$ cat config.mk
export PLATFORM = sky130hd
export DESIGN_NAME = if_stage
export DESIGN_NICKNAME = d
export VERILOG_FILES = /design/src/rtl/if_stage.sv
export SDC_FILE = /design/constraint.sdc
export NUM_CORES = 1
export LEC_CHECK = 0
export CAP_MARGIN = 25
export CORE_ASPECT_RATIO = 0.9
export CORE_MARGIN = 10
export CORE_UTILIZATION = 35
export CTS_CLUSTER_DIAMETER = 200
export DETAILED_ROUTE_END_ITERATION = 10
export HOLD_SLACK_MARGIN = 0.03
export PLACE_DENSITY_LB_ADDON = 0.2
export SYNTH_ARGS = -nofsm -noshare
export SYNTH_HDL_FRONTEND = slang
export SYNTH_SLANG_ARGS = --single-unit
export TNS_END_PERCENT = 20
$ cat constraint.sdc
create_clock -name clk -period 6.55 [get_ports clk]
set_clock_uncertainty 0.15 [all_clocks]
set_input_delay 0.655 -clock clk [delete_from_list [all_inputs] [get_ports clk]]
set_output_delay 0.655 -clock clk [all_outputs]
set_load 0.03 [all_outputs]
$ cat src/rtl/if_stage.sv
// if_stage - instruction-fetch stage of the five-stage ARM pipeline.
//
// Owns the program counter, issues word fetches over a req/ready handshake
// and drives the IF/ID pipeline register. A one-entry skid buffer captures a
// fetch that completes while decode holds the freeze, so it is not refetched.
// A taken branch from execute squashes IF/ID and redirects the PC; a request
// already on the bus when the branch lands is drained in DISCARD and its data
// dropped.
//
// Optional feature macro: IF_STALL_COUNT_EN
//   defined   : stall_count counts freeze cycles (freeze=1, branch_taken=0),
//               saturating at all-ones, cleared only by reset.
//   undefined : stall_count is tied to 0.
//
// Ports:
//   clk, rst           clock, asynchronous active-high reset
//   freeze             hazard stall from decode
//   branch_taken       one-cycle redirect pulse from execute
//   branch_address     redirect target (bits [1:0] ignored)
//   imem_req/addr      registered fetch request and word-aligned byte address
//   imem_ready/rdata   request completion and fetched word
//   pc_out             IF/ID: address of held instruction + 4
//   instruction        IF/ID: fetched word
//   valid_out          IF/ID: 0 = bubble
//   stall_count        freeze-cycle counter
//
// state   | meaning
// IDLE    | out of reset, first request issued next edge
// FETCH   | request outstanding, waiting for imem_ready
// HOLD    | fetched word parked in skid buffer while decode is frozen
// DISCARD | draining a request made stale by a branch
module if_stage #(
  parameter logic [31:0] RESET_PC = 32'h0000_0000
) (
  input  logic        clk,
  input  logic        rst,
  input  logic        freeze,
  input  logic        branch_taken,
  input  logic [31:0] branch_address,
  output logic        imem_req,
  output logic [31:0] imem_addr,
  input  logic        imem_ready,
  input  logic [31:0] imem_rdata,
  output logic [31:0] pc_out,
  output logic [31:0] instruction,
  output logic        valid_out,
  output logic [31:0] stall_count
);

  typedef enum logic [1:0] {
    S_IDLE    = 2'd0,
    S_FETCH   = 2'd1,
    S_HOLD    = 2'd2,
    S_DISCARD = 2'd3
  } state_t;

  state_t      r_state, w_state_nxt;
  logic [31:0] r_pc, w_pc_nxt;
  logic        r_req, w_req_nxt;
  logic [31:0] r_addr, w_addr_nxt;
  logic [31:0] r_pc_out, w_pc_out_nxt;
  logic [31:0] r_instr, w_instr_nxt;
  logic        r_valid, w_valid_nxt;
  logic [31:0] r_skid_pc, w_skid_pc_nxt;
  logic [31:0] r_skid_data, w_skid_data_nxt;
  logic        r_skid_valid, w_skid_valid_nxt;

  logic [31:0] w_pc_inc;
  logic [31:0] w_br_tgt;
  logic        w_pend_open;

  assign w_pc_inc    = r_pc + 32'd4;
  assign w_br_tgt    = branch_address & ~32'h0000_0003;
  // A request on the bus that has not completed this cycle cannot be
  // withdrawn; a branch must wait it out in DISCARD.
  assign w_pend_open = r_req & ~imem_ready;

  // State register plus all registered outputs
  always_ff @(posedge clk or posedge rst) begin
    if (rst) begin
      r_state      <= S_IDLE;
      r_pc         <= RESET_PC;
      r_req        <= 1'b0;
      r_addr       <= RESET_PC;
      r_pc_out     <= 32'd0;
      r_instr      <= 32'd0;
      r_valid      <= 1'b0;
      r_skid_pc    <= 32'd0;
      r_skid_data  <= 32'd0;
      r_skid_valid <= 1'b0;
    end else begin
      r_state      <= w_state_nxt;
      r_pc         <= w_pc_nxt;
      r_req        <= w_req_nxt;
      r_addr       <= w_addr_nxt;
      r_pc_out     <= w_pc_out_nxt;
      r_instr      <= w_instr_nxt;
      r_valid      <= w_valid_nxt;
      r_skid_pc    <= w_skid_pc_nxt;
      r_skid_data  <= w_skid_data_nxt;
      r_skid_valid <= w_skid_valid_nxt;
    end
  end

  // Next-state logic
  always_comb begin
    w_state_nxt = r_state;
    if (branch_taken) begin
      w_state_nxt = w_pend_open ? S_DISCARD : S_FETCH;
    end else begin
      case (r_state)
        S_IDLE:    w_state_nxt = S_FETCH;
        S_FETCH:   if (imem_ready && freeze) w_state_nxt = S_HOLD;
        S_HOLD:    if (!freeze) w_state_nxt = S_FETCH;
        S_DISCARD: if (imem_ready) w_state_nxt = S_FETCH;
        default:   w_state_nxt = S_IDLE;
      endcase
    end
  end

  // Output / datapath next values
  always_comb begin
    w_pc_nxt         = r_pc;
    w_req_nxt        = r_req;
    w_addr_nxt       = r_addr;
    w_pc_out_nxt     = r_pc_out;
    w_instr_nxt      = r_instr;
    w_valid_nxt      = r_valid;
    w_skid_pc_nxt    = r_skid_pc;
    w_skid_data_nxt  = r_skid_data;
    w_skid_valid_nxt = r_skid_valid;
    if (branch_taken) begin
      w_pc_nxt         = w_br_tgt;
      w_pc_out_nxt     = 32'd0;
      w_instr_nxt      = 32'd0;
      w_valid_nxt      = 1'b0;
      w_skid_valid_nxt = 1'b0;
      if (!w_pend_open) begin
        w_req_nxt  = 1'b1;
        w_addr_nxt = w_br_tgt;
      end
    end else begin
      case (r_state)
        S_IDLE: begin
          w_req_nxt  = 1'b1;
          w_addr_nxt = r_pc;
        end
        S_FETCH: begin
          if (imem_ready) begin
            w_pc_nxt = w_pc_inc;
            if (freeze) begin
              w_skid_pc_nxt    = w_pc_inc;
              w_skid_data_nxt  = imem_rdata;
              w_skid_valid_nxt = 1'b1;
              w_req_nxt        = 1'b0;
            end else begin
              w_pc_out_nxt = w_pc_inc;
              w_instr_nxt  = imem_rdata;
              w_valid_nxt  = 1'b1;
              w_req_nxt    = 1'b1;
              w_addr_nxt   = w_pc_inc;
            end
          end
        end
        S_HOLD: begin
          if (!freeze) begin
            w_pc_out_nxt     = r_skid_pc;
            w_instr_nxt      = r_skid_data;
            w_valid_nxt      = r_skid_valid;
            w_skid_valid_nxt = 1'b0;
            w_req_nxt        = 1'b1;
            w_addr_nxt       = r_pc;
          end
        end
        S_DISCARD: begin
          if (imem_ready) begin
            w_req_nxt  = 1'b1;
            w_addr_nxt = r_pc;
          end
        end
        default: ;
      endcase
    end
  end

`ifdef IF_STALL_COUNT_EN
  logic [31:0] r_stall_cnt;
  always_ff @(posedge clk or posedge rst) begin
    if (rst) begin
      r_stall_cnt <= 32'd0;
    end else if (freeze && !branch_taken && (r_stall_cnt != 32'hFFFF_FFFF)) begin
      r_stall_cnt <= r_stall_cnt + 32'd1;
    end
  end
  assign stall_count = r_stall_cnt;
`else
  assign stall_count = 32'd0;
`endif

  assign imem_req    = r_req;
  assign imem_addr   = r_addr;
  assign pc_out      = r_pc_out;
  assign instruction = r_instr;
  assign valid_out   = r_valid;

endmodule

Yosys cells after proc, flatten, opt, wreduce, memory -nomap -nowiden. Index checks and enable logic that the tools add are counted.

Register bits: 197. Input bits: 69. Output and inout port bits: 130. Logic and storage cells: 76.

$add $sub $neg: 1. Equal/unequal tests: 10. Muxes and demuxes: 40. Bitwise operators: 3. Reduce and logical (&&, ||, !) cells: 12.

Operators with widths (number): 32-bit two-way mux (15); 32-bit one-hot mux with 2 select lines (2); 32-bit one-hot mux with 4 select lines (1); 32-bit by 3-bit adder with 32-bit output (second input constant) (1); 3-bit inequality test (second input constant) (6); 4-bit AND reduction (4); 1-bit two-way mux (13); 2-bit two-way mux (5); 2-bit one-hot mux with 4 select lines (1); 5-bit AND reduction (1); 2-bit equality test (second input constant) (2); 1-bit one-hot mux with 2 select lines (2); 1-bit one-hot mux with 4 select lines (1); 2-bit nonzero test (2); 3-bit AND reduction (1); 3-bit nonzero test (1); 2-bit by 1-bit equality test with 1-bit output (second input constant) (1); 2-bit zero test (1); 2-bit inequality test (second input constant) (1); 1-bit NOT (2); 2-bit AND reduction (1); 1-bit bitwise AND (1); 1-bit logical AND (1).

Depth between registers and ports, before layout. Gate-level depths: netlist of the first run.

Depth after elaboration: 5. Depth in mapped cells: 8. Mapped depth without buffers: 6.

Worst setup path after synthesis of the first run. OpenSTA, ideal clock, no wires.

Path kind: in2reg. From: input branch_taken. To: register r_skid_data[0]. Library setup time: 125 ps. Arrival time: 1842 ps. Required time: 6275 ps. Slack: 4433 ps. Stages on the path: 4. Buffers on the path: 2. Path through: buf_2 > nor3_2 > buf_2 > mux2_2.

Cells in the longest elaborated chain, start to end: 2.

Ends and longest elaborated chain: start, declared (RTL line 38) `input logic branch_taken,`; 1-bit NOT (no source line); 4-bit AND reduction (no source line); end signal, assigned (RTL line 100) `r_skid_data <= w_skid_data_nxt;`; end, declared (RTL line 65) `logic [31:0] r_skid_data, w_skid_data_nxt;`.

Every way passes these cells. A chain may end at the register's enable or synchronous reset.

Worst setup path in the final report of the first run.
From: input imem_ready. To: register r_instr[19] (netlist: instruction[19]).

Cells in the longest elaborated chain, start to end: 2.

Ends and longest elaborated chain: start, declared (RTL line 42) `input logic imem_ready,`; 3-bit inequality test (no source line); 4-bit AND reduction (no source line); end signal, assigned (RTL line 97) `r_instr <= w_instr_nxt;`; end, declared (RTL line 62) `logic [31:0] r_instr, w_instr_nxt;`.

Every way passes these cells.

==> out/metrics.csv, run 1 <==
stage,metric,value,unit
outcome,status,completed,
logic_synthesis,synth warn,0,
layout,final std cells w/o fill,1451,
min_path,Worst Hold Depth,2,
setup_path,WS Path Type,input port to flip-flop,
clock_tree,Worst-path clk slew,0.07,ns
logic_synthesis,Synth top area share,48.8,%
sta,Final min period,3.38,ns
min_path,worst min-delay path class,flip-flop to flip-flop,
setup_path,CP max stage cell,nand3b_1,
drt,number of DRC markers in iteration 0,535,
setup_path,Worst Reg-to-Reg Cells,7,
sta,Slew @ Worst Pin,1.03,ns
die,Top Ports,199,
clock_tree,TritonCTS Buffers,17,
logic_synthesis,register bit total from synthesis,191,
drt,drt via density,5.07,
logic_synthesis,Post-synth EDFFs,0,
logic_synthesis,Mapped Area,9790,um2
power_and_ir_drop,PD cells,286,nW/um2
logic_synthesis,post-synthesis sequential area ratio,48.8,%
sta,max frequency,296,MHz
setup_path,Worst path max stage delay,0.64,ns
drt,per-cell routed wire length,19.0,um
drt,Total Wirelength,27600,um
drt,DRC,0,
setup_path,Critical Path AT,3.51,ns
sta,Fin. Hold Viols,0,
clock_tree,CTS Root Cell,clkbuf_16,
logic_synthesis,Synth top cells by count,"dfrtp_1, nand2_1, nor2_1",
clock_tree,Post-CTS Resized,0,
drt,WL met3,1390,um
placement,"number of placed instances, taps included",1419,
clock_tree,CTS Sinks,191,
drt,vias,7360,
drt,met2 wire length,13400,um
job,max_cap viols,0,
die,initial core utilization,35.9,%
clock_tree,Max clock buf depth,2,
logic_synthesis,Post-Synthesis Cells,974,
clock_tree,post-CTS setup buffer count,0,
logic_synthesis,top post-synthesis cells by area,"dfrtp_1, mux2_2, nand2_1",
drt,Pre-antenna DRT Iters,5,
setup_path,largest delay contributor family on the critical path,buffers and inverters,
die,Chip Height,179,um
sta,setup violators final,0,
placement,HPWL after DPL,19300,um
placement,GP Congestion,0.877,
setup_path,Crit Reg-Reg Startpoint,r_state[0]$_DFFE_PP0P_,
sta,max-slew violations,0,
logic_synthesis,syn avg cell area,10.0,um2
sta,slew margin rel.,31.3,%
setup_path,worst path required time,6.68,ns
drt,post-route ant nets,0,
sta,final cycle utilization of the critical path,51.6,%
setup_path,CP endpoint kind,flip-flop,
sta,TNS Setup,0,ns
logic_synthesis,Synth area leader,dfrtp_1,
global_route,Global Route Usage Sum,15.7,%
setup_path,flop2flop setup slack,3.32,ns
min_path,Hold Path Sink,valid_out$_DFFE_PP0P_,
setup_path,Crit path depth,7,
logic_synthesis,ys flop type,dfrtp_1,
drt,DR top layer,met4,
sta,RSZ-0062 raised after global routing,false,
logic_synthesis,most common cell in the synthesized netlist,dfrtp_1,
setup_path,CP Launch Type,input port,
die,row count,57,
logic_synthesis,synth unique cells,62,
die,core area,27200,um2
clock_tree,H-tree depth,4,
global_route,vias in the first global route,7429,
clock_tree,hold buffer count at CTS,0,
power_and_ir_drop,leakage,0.00503,uW
clock_tree,CTS tree,built,
setup_path,CP Buf/Inv Count,3,
drt,Metal-1 WL,12600,um
layout,layout cells sized above 1,10.4,%
global_route,largest net degree at the start of global routing,132,
layout,fin nets,1154,
clock_tree,worst skew pair latency,0.43,ns
setup_path,critical path peak fanout,55,
die,Die Wd,196,um
setup_path,RR Endpoint,instruction[19]$_DFFE_PP0P_,
layout,Layout Area Growth over Synthesis,24.0,%
logic_synthesis,Post-synth ARST share,100,%
die,die area,35100,um2
setup_path,"critical path, cell by cell",clkdlybuf4s50_1 -> nand3b_1 -> a21oi_1 -> nor2_4 -> buf_16 -> buf_4 -> o31ai_1,
min_path,critical hold path startpoint,valid_out$_DFFE_PP0P_,
placement,I/O Buffers,164,
power_and_ir_drop,VDD IR-drop max,0.000146,V
global_route,global-route wire length before repair,43900,um
global_route,initial antenna violation count,1,
global_route,grt ovf,0,
[tightest hold or removal path, delay by kind of cell, from the launching register on]
family / cells / cell delay [ns]
flip-flops: 1 / 0.34
AND/OR/NAND/NOR: 2 / 0.10
[sequential cells by signal, indices dropped and copies added (netlist names), 2 cells and up]
signal,count
imem_addr,31
instruction,32
r_skid_data,32
r_skid_pc,30
r_pc,30
pc_out,31
r_state,2
[layout by cell type (no fill, tap or decap), types with 3 or more instances in the layout]
cell type	n
buf_4	11
nor2b_1	4
o21ai_0	35
bufinv_16	4
a21o_1	3
o21ai_1	18
a22o_1	9
inv_6	5
and3_1	7
nand2b_1	4
xor2_1	38
nor3_1	19
clkdlybuf4s50_1	163
dfrtp_1	191
clkbuf_16	17
a21oi_1	43
mux2i_1	36
nor4_1	5
a211oi_1	9
a22oi_1	15
nand4_2	3
nand2_1	114
conb_1	32
nor2_1	68
o211ai_1	5
o31ai_1	38
inv_1	6
and4_1	5
a21boi_0	3
nor4_2	3
nand3_1	29
mux2_2	49
and2_1	5
xnor2_1	34
a32oi_1	5
nand4_1	14
[metal layers]
| metal | vias to the layer above | GRT usage (%) |
|---|---|---|
| li1 | 3577 | - |
| met1 | 3609 | 20.8 |
| met2 | 167 | 25.5 |
| met3 | 7 | 3.68 |
| met4 | 0 | 3.75 |
| met5 | - | 0 |
[report_power, final]
part / switching (uW) / internal (uW) / total, uW
sequential: 141 / 1370 / 1520
combinational: 469 / 341 / 810
clock: 475 / 664 / 1140
[cells by family (layout without fill, tap and decap cells)]
group	Yosys count	in the layout	synth area share [%]
and+or+nand+nor	298	298	15.0
AOI/OAI and AO/OA	203	203	13.5
DFF	191	191	48.8
buffers and inverters	123	214	6.75
muxes	85	85	9.32
xor gates and xnor gates	72	72	6.44
adders and majority gates	1	1	0.128
other	1	33	0.0383
[through the flow]
step | total power (uW) | cell area [um2] | hold slack, ns | utilization (%) | setup WS (ns)
6_report | 3460 | 12100 | 0.322 | 44.5 | 3.17
5_1_grt | 3650 | 12100 | 0.343 | 44.5 | 2.92
4_1_cts | 3520 | 12100 | 0.329 | 44.5 | 3.18
3_5_place_dp | 2360 | 11500 | 0.314 | 42.2 | 2.71
3_3_place_gp | 2340 | 11500 | 0.305 | 42.1 | 2.50
2_1_floorplan | 2060 | 9900 | 0.324 | - | 0.546
[worst max path at each step]
| stage | from | end | slack, ns |
|---|---|---|---|
| after floorplan | rst | imem_addr[10]$_DFFE_PP0P_ | 0.55 |
| after global placement | imem_ready | instruction[27]$_DFFE_PP0P_ | 2.50 |
| after detailed placement | imem_ready | instruction[9]$_DFFE_PP0P_ | 2.71 |
| after CTS | imem_ready | instruction[19]$_DFFE_PP0P_ | 3.18 |
| after global routing | imem_ready | instruction[9]$_DFFE_PP0P_ | 2.92 |
| final | imem_ready | instruction[19]$_DFFE_PP0P_ | 3.17 |
[area by class of cell]
type	instances	area, um2
Clock buffer	20	457
Timing Repair Buffer	176	1750
Inverter	7	33.8
Antenna cell	1	2.50
Sequential cell	191	4780
Clock inverter	11	174
Tap cell	354	443
Multi-Input combinational cell	691	4500
Fill cell	2669	15100
Note: power is estimated with default switching activity, not from simulation.
==> run 2, diff against run 1 <==
==> constraint.sdc (replaced) <==
create_clock -name clk -period 2.9 [get_ports clk]
set_clock_uncertainty 0.15 [all_clocks]
set_input_delay 0.29 -clock clk [delete_from_list [all_inputs] [get_ports clk]]
set_output_delay 0.29 -clock clk [all_outputs]
set_load 0.03 [all_outputs]
==> run 2 against run 1 <==
Critical path depth is 1 lower; sequential power is 120% higher; critical path type is now flip-flop to flip-flop; via count is 0.91% higher; largest power group unchanged; register-to-register slack worse by 2.8 ns; highest routed layer unchanged; utilization is 0.59 points higher; first-iteration DRC count is 12% higher; sequential cell count stayed put; clock-buffer cell count is 3 lower; wire length is 0.11% higher; cell count is 1.4% higher; combinational power is 130% higher.
==> out/metrics.csv, run 2 (synthesis results as in run 1) <==
stage,metric,value,unit,change
setup_path,CP max stage cell,nor3_4,,was nand3b_1
clock_tree,worst skew pair latency,0.44,ns,was 0.43 ns
clock_tree,TritonCTS Buffers,17,,unchanged
setup_path,Worst Reg-to-Reg Cells,6,,was 7
placement,"number of placed instances, taps included",1438,,was 1419
drt,drt via density,5.05,,was 5.07
clock_tree,CTS Sinks,191,,unchanged
sta,hold_ws,0.0766,ns,was 0.322 ns
placement,GP Congestion,0.872,,was 0.877
setup_path,Crit Reg-Reg Startpoint,r_pc[2]$_DFFE_PP0N_,,was r_state[0]$_DFFE_PP0P_
job,max_cap viols,0,,unchanged
drt,post-route ant nets,0,,unchanged
layout,Layout Area Growth over Synthesis,25.6,%,was 24.0%
clock_tree,CTS Root Cell,clkbuf_16,,unchanged
power_and_ir_drop,clock share of power,30.2,%,was 32.9%
power_and_ir_drop,PD cells,616,nW/um2,was 286 nW/um2
setup_path,WS Path Type,flip-flop to flip-flop,,was input port to flip-flop
setup_path,CP endpoint kind,flip-flop,,unchanged
die,core area,27200,um2,unchanged
setup_path,Critical Path AT,2.57,ns,was 3.51 ns
sta,max frequency,413,MHz,
layout,final std cells w/o fill,1471,,was 1451
sta,RSZ-0062 raised after global routing,false,,unchanged
drt,Pre-antenna DRT Iters,5,,unchanged
global_route,Global Route Usage Sum,15.5,%,was 15.7%
sta,TNS Setup,0,ns,unchanged
power_and_ir_drop,VDD IR-drop max,0.000388,V,was 0.000146 V
die,row count,57,,unchanged
placement,HPWL after DPL,19500,um,was 19300 um
sta,Slew @ Worst Pin,0.701,ns,was 1.03 ns
clock_tree,Worst-path clk slew,0.08,ns,was 0.07 ns
die,Die Wd,196,um,unchanged
setup_path,flop2flop setup slack,0.48,ns,was 3.32 ns
setup_path,RR Endpoint,pc_out[28]$_DFFE_PP0P_,,was instruction[19]$_DFFE_PP0P_
global_route,initial antenna violation count,0,,was 1
setup_path,"critical path, cell by cell",ha_1 -> nand3_4 -> nor3_4 -> nand4_1 -> xor2_1 -> o21ai_0,,was clkdlybuf4s50_1 -> nand3b_1 -> a21oi_1 -> nor2_4 -> buf_16 -> buf_4 -> o31ai_1
drt,DRC,0,,unchanged
sta,slew margin rel.,53.2,%,was 31.3%
layout,Reg area,4780,um2,unchanged
drt,number of DRC markers in iteration 0,598,,was 535
clock_tree,CTS tree,built,,unchanged
setup_path,largest delay contributor family on the critical path,simple AND/OR/NAND/NOR gates,,was buffers and inverters
setup_path,critical path peak fanout,11,,was 55
layout,"leading cell type in the layout, fill and taps excluded",dfrtp_1,,unchanged
layout,layout cells sized above 1,12.2,%,was 10.4%
placement,pre-CTS setup slack,0.459,ns,was 2.71 ns
drt,per-cell routed wire length,18.8,um,was 19.0 um
power_and_ir_drop,sw power,2530,uW,was 1080 uW
clock_tree,hold buffer count at CTS,0,,unchanged
layout,most frequent cells in the layout,"dfrtp_1, clkdlybuf4s50_1, nand2_1",,unchanged
outcome,status,completed,,unchanged
power_and_ir_drop,Pwr Total,7570,uW,was 3460 uW
clock_tree,Max clock buf depth,2,,unchanged
layout,fillers,2641,,was 2669
drt,vias,7427,,was 7360
setup_path,Worst path max stage delay,0.53,ns,was 0.64 ns
power_and_ir_drop,sequential share of power,45.2,%,was 43.7%
global_route,global-route wire length before repair,43500,um,was 43900 um
sta,max-slew violations,0,,unchanged
clock_tree,post-CTS setup buffer count,0,,unchanged
die,Top Ports,199,,unchanged
clock_tree,H-tree depth,4,,unchanged
drt,Total Wirelength,27600,um,about the same
power_and_ir_drop,Logic pwr share,24.7,%,was 23.4%
sta,Final min period,2.42,ns,
die,die area,35100,um2,unchanged
setup_path,CP Launch Type,flip-flop,,was input port
power_and_ir_drop,Switching Fraction,33.4,%,was 31.3%
min_path,worst min-delay path class,input port to async pin,,was flip-flop to flip-flop
die,Chip Height,179,um,unchanged
global_route,grt ovf,0,,unchanged
layout,footprint of the multi-input gates,4500,um2,unchanged
setup_path,worst path required time,3.05,ns,was 6.68 ns
sta,PnR worst setup slack,0.477,ns,was 3.17 ns
power_and_ir_drop,Int Power,5040,uW,was 2380 uW
layout,fin nets,1174,,was 1154
global_route,vias in the first global route,7333,,was 7429
global_route,largest net degree at the start of global routing,79,,was 132
sta,final cycle utilization of the critical path,83.6,%,
layout,# diodes,0,,was 1
sta,setup violators final,0,,unchanged
placement,I/O Buffers,164,,unchanged
die,initial core utilization,35.9,%,unchanged
power_and_ir_drop,leakage,0.00511,uW,was 0.00503 uW
clock_tree,Post-CTS Resized,0,,unchanged
setup_path,CP Buf/Inv Count,0,,was 3
sta,Fin. Hold Viols,0,,unchanged
[run 2: cell count changes in the layout (fill, tap and decap cells not counted), sizes merged, moves of 2 or more]
cell,previous run,this run
clkinvlp,0,3
clkinv,2,8
clkbuf,20,18
bufinv,4,0
buf,13,32
[run 2: area by class of cell]
cell class                 instances  share of cell area [%]
sequential                       191                    38.9
clock buffer                      17                    3.46
inverter                           7                   0.244
clock inverter                    15                    1.08
timing repair buffer             196                    16.2
multi-input combinational        691                    36.6
tap                              354                    3.60
[run 2: routing by layer]
metal	wire length, um	vias up	GRT usage [%]
met4	175	0	3.15
met3	1310	11	3.45
met2	13200	149	24.8
li1	-	3618	-
met5	0	-	0
met1	12900	3649	21.2
[run 2: stage by stage]
| stage | area (um2) | util, % |
|---|---|---|
| after global routing | 12300 | 45.1 |
| after detailed placement | 11700 | 43.0 |
| final | 12300 | 45.1 |
| after global placement | 11700 | 43.0 |
| after CTS | 12300 | 45.1 |
| after floorplan | 9910 | - |
[run 2: worst max path at each step]
stage / from / endpoint / slack (ns) / cells past startpoint
after floorplan: rst / imem_addr[10]$_DFFE_PP0P_ / -0.002 / 1
after global placement: imem_ready / imem_addr[29]$_DFFE_PP0P_ / 0.48 / 6
after detailed placement: imem_ready / imem_addr[29]$_DFFE_PP0P_ / 0.46 / 6
after CTS: r_pc[2]$_DFFE_PP0N_ / pc_out[28]$_DFFE_PP0P_ / 0.46 / 6
after global routing: r_pc[2]$_DFFE_PP0N_ / imem_addr[28]$_DFFE_PP0P_ / 0.35 / 6
final: r_pc[2]$_DFFE_PP0N_ / pc_out[28]$_DFFE_PP0P_ / 0.48 / 6
[run 2: power by group through the flow]
stage / Clock, uW / Sequential [uW] / Combinational [uW]
after floorplan: 0 / 3650 / 1000
after global placement: 0 / 3460 / 1880
after detailed placement: 0 / 3470 / 1890
after CTS: 2370 / 3420 / 1900
after global routing: 2460 / 3480 / 2040
final: 2280 / 3420 / 1870
==> run 3, diff against run 2 <==
==> constraint.sdc (replaced) <==
create_clock -name clk -period 2.37 [get_ports clk]
set_clock_uncertainty 0.15 [all_clocks]
set_input_delay 0.237 -clock clk [delete_from_list [all_inputs] [get_ports clk]]
set_output_delay 0.237 -clock clk [all_outputs]
set_load 0.03 [all_outputs]
==> run 3 against run 2 <==
Fmax up 13%; utilization up 0.90 points; largest power group unchanged; die area unchanged; highest routed layer unchanged; cell count up 1.4%; combinational power up 27%.
==> out/metrics.csv, run 3 (synthesis results as in run 1) <==
stage,metric,value,unit,change
outcome,status,completed,,unchanged
layout,most frequent cells in the layout,"dfrtp_1, clkdlybuf4s50_1, nand2_1",,unchanged
sta,Slew @ Worst Pin,0.727,ns,was 0.701 ns
sta,hold_ws,0.153,ns,was 0.0766 ns
layout,fin util,46.0,%,was 45.1%
setup_path,critical path peak fanout,7,,was 11
die,die area,35100,um2,unchanged
placement,pre-CTS setup slack,0.000173,ns,was 0.459 ns
clock_tree,Worst-path clk slew,0.08,ns,about the same
power_and_ir_drop,VDD IR-drop max,0.000469,V,was 0.000388 V
clock_tree,CTS Root Cell,clkbuf_16,,unchanged
sta,max frequency,467,MHz,was 413 MHz
layout,Layout Area Growth over Synthesis,28.1,%,was 25.6%
sta,Fin. Hold Viols,0,,unchanged
global_route,grt ovf,0,,unchanged
placement,placed cell area,11900,um2,was 11700 um2
drt,number of DRC markers in iteration 0,516,,was 598
setup_path,worst path required time,2.57,ns,was 3.05 ns
global_route,largest net degree at the start of global routing,94,,was 79
die,core area,27200,um2,unchanged
die,row count,57,,unchanged
setup_path,RR Endpoint,imem_addr[14]$_DFFE_PP0P_,,was pc_out[28]$_DFFE_PP0P_
global_route,vias in the first global route,7610,,was 7333
layout,layout cells sized above 1,13.8,%,was 12.2%
setup_path,CP endpoint kind,flip-flop,,unchanged
setup_path,Worst Reg-to-Reg Cells,6,,unchanged
setup_path,Worst path max stage delay,0.54,ns,was 0.53 ns
clock_tree,worst skew pair latency,0.43,ns,was 0.44 ns
drt,per-cell routed wire length,18.9,um,was 18.8 um
setup_path,Critical Path AT,2.34,ns,was 2.57 ns
drt,DRC,0,,unchanged
setup_path,CP startpoint,r_pc[4]$_DFFE_PP0N_,,was r_pc[2]$_DFFE_PP0N_
global_route,global-route wire length before repair,45000,um,was 43500 um
clock_tree,post-CTS setup buffer count,0,,unchanged
die,Die Wd,196,um,unchanged
drt,Pre-antenna DRT Iters,7,,was 5
global_route,Global Route Usage Sum,16.1,%,was 15.5%
sta,Final min period,2.14,ns,was 2.42 ns
layout,footprint of the multi-input gates,4500,um2,about the same
drt,Total Wirelength,28300,um,was 27600 um
clock_tree,H-tree depth,4,,unchanged
global_route,initial antenna violation count,1,,was 0
setup_path,largest delay contributor family on the critical path,simple AND/OR/NAND/NOR gates,,unchanged
setup_path,CP Buf/Inv Count,1,,was 0
layout,fin nets,1194,,was 1174
clock_tree,CTS tree,built,,unchanged
placement,GP Congestion,0.894,,was 0.872
drt,drt via density,5.06,,was 5.05
layout,Reg area,4780,um2,about the same
power_and_ir_drop,leakage,0.00525,uW,was 0.00511 uW
setup_path,CP max stage cell,dfrtp_1,,was nor3_4
setup_path,CP Launch Type,flip-flop,,unchanged
job,max_cap viols,0,,unchanged
setup_path,Crit path depth,6,,unchanged
layout,fin area,12500,um2,was 12300 um2
setup_path,flop2flop setup slack,0.23,ns,was 0.48 ns
power_and_ir_drop,PD cells,763,nW/um2,was 616 nW/um2
die,Chip Height,179,um,unchanged
placement,I/O Buffers,164,,unchanged
clock_tree,Max clock buf depth,2,,unchanged
clock_tree,TritonCTS Buffers,17,,unchanged
sta,final cycle utilization of the critical path,90.3,%,was 83.6%
setup_path,WS Path Type,flip-flop to flip-flop,,unchanged
layout,fillers,2588,,was 2641
setup_path,termination of the worst setup path,imem_addr[14]$_DFFE_PP0P_,,was pc_out[28]$_DFFE_PP0P_
sta,PnR worst setup slack,0.230,ns,was 0.477 ns
die,Top Ports,199,,unchanged
sta,RSZ-0062 raised after global routing,false,,unchanged
sta,slew margin rel.,51.6,%,was 53.2%
sta,max-slew violations,0,,unchanged
placement,HPWL after DPL,20200,um,was 19500 um
setup_path,"critical path, cell by cell",and4_1 -> buf_4 -> nand3_1 -> nor4_1 -> o31ai_1 -> o21ai_0,,was ha_1 -> nand3_4 -> nor3_4 -> nand4_1 -> xor2_1 -> o21ai_0
setup_path,Crit Reg-Reg Startpoint,r_pc[4]$_DFFE_PP0N_,,was r_pc[2]$_DFFE_PP0N_
sta,setup violators final,0,,unchanged
die,initial core utilization,35.9,%,unchanged
drt,vias,7553,,was 7427
layout,"leading cell type in the layout, fill and taps excluded",dfrtp_1,,unchanged
clock_tree,CTS Sinks,191,,unchanged
min_path,worst min-delay path class,input port to async pin,,unchanged
drt,post-route ant nets,0,,unchanged
[run 3: tightest hold or removal path: stages]
cell             delay (ns)
clkdlybuf4s50_1        0.45
clkinvlp_4             0.16
buf_4                  0.26
[run 3: routing by layer]
layer  track usage [%]  share of wire (%)
met3              3.28                4.3
met5                 0                  0
met4              3.72               0.84
met1              21.5                 47
met2              26.1                 48
[run 3: what timing repair did]
item                                   4_1_cts  5_1_grt
resized for setup                            0        2
endpoints found under the hold margin        2        0
setup endpoints to repair                    0        5
hold buffers                                 1        0
[run 3: how the worst min path moves through the flow]
| stage | from | to | slack [ns] | cells after the start |
|---|---|---|---|---|
| after floorplan | branch_taken | r_state[0]$_DFFE_PP0P_ | 0.21 | 2 |
| after global placement | instruction[18]$_DFFE_PP0P_ | instruction[18]$_DFFE_PP0P_ | 0.31 | 2 |
| after detailed placement | instruction[25]$_DFFE_PP0P_ | instruction[25]$_DFFE_PP0P_ | 0.32 | 2 |
| after CTS | rst | r_pc[27]$_DFFE_PP0N_ | 0.15 | 3 |
| after global routing | rst | r_pc[27]$_DFFE_PP0N_ | 0.17 | 3 |
| final | rst | r_pc[22]$_DFFE_PP0N_ | 0.15 | 3 |
[run 3: final cells by class]
type                    count  share of cell area [%]
flip-flops and latches    191                    38.1
multi-input cells         691                    35.9
repair buffers            216                    17.3
well taps                 354                    3.53
clock buffers              18                    3.50
clock inverters            14                    1.36
inverters                   7                   0.240
diodes                      1                  0.0200
[run 3: power by group]
group / total (uW) / leakage [uW] / internal [uW] / switching [uW]
sequential: 4160 / 0.00233 / 3800 / 359
combinational: 2380 / 0.00262 / 1030 / 1350
clock: 3030 / 0.000299 / 1630 / 1400
[run 3: metrics by stage]
step                TNS (ns)  power (uW)  cells
floorplan             -91.57        5700   1005
global placement           0        6580   1457
detailed placement         0        6630   1457
CTS                        0        9710   1490
global route               0       10100   1492
finish                     0        9570   1492
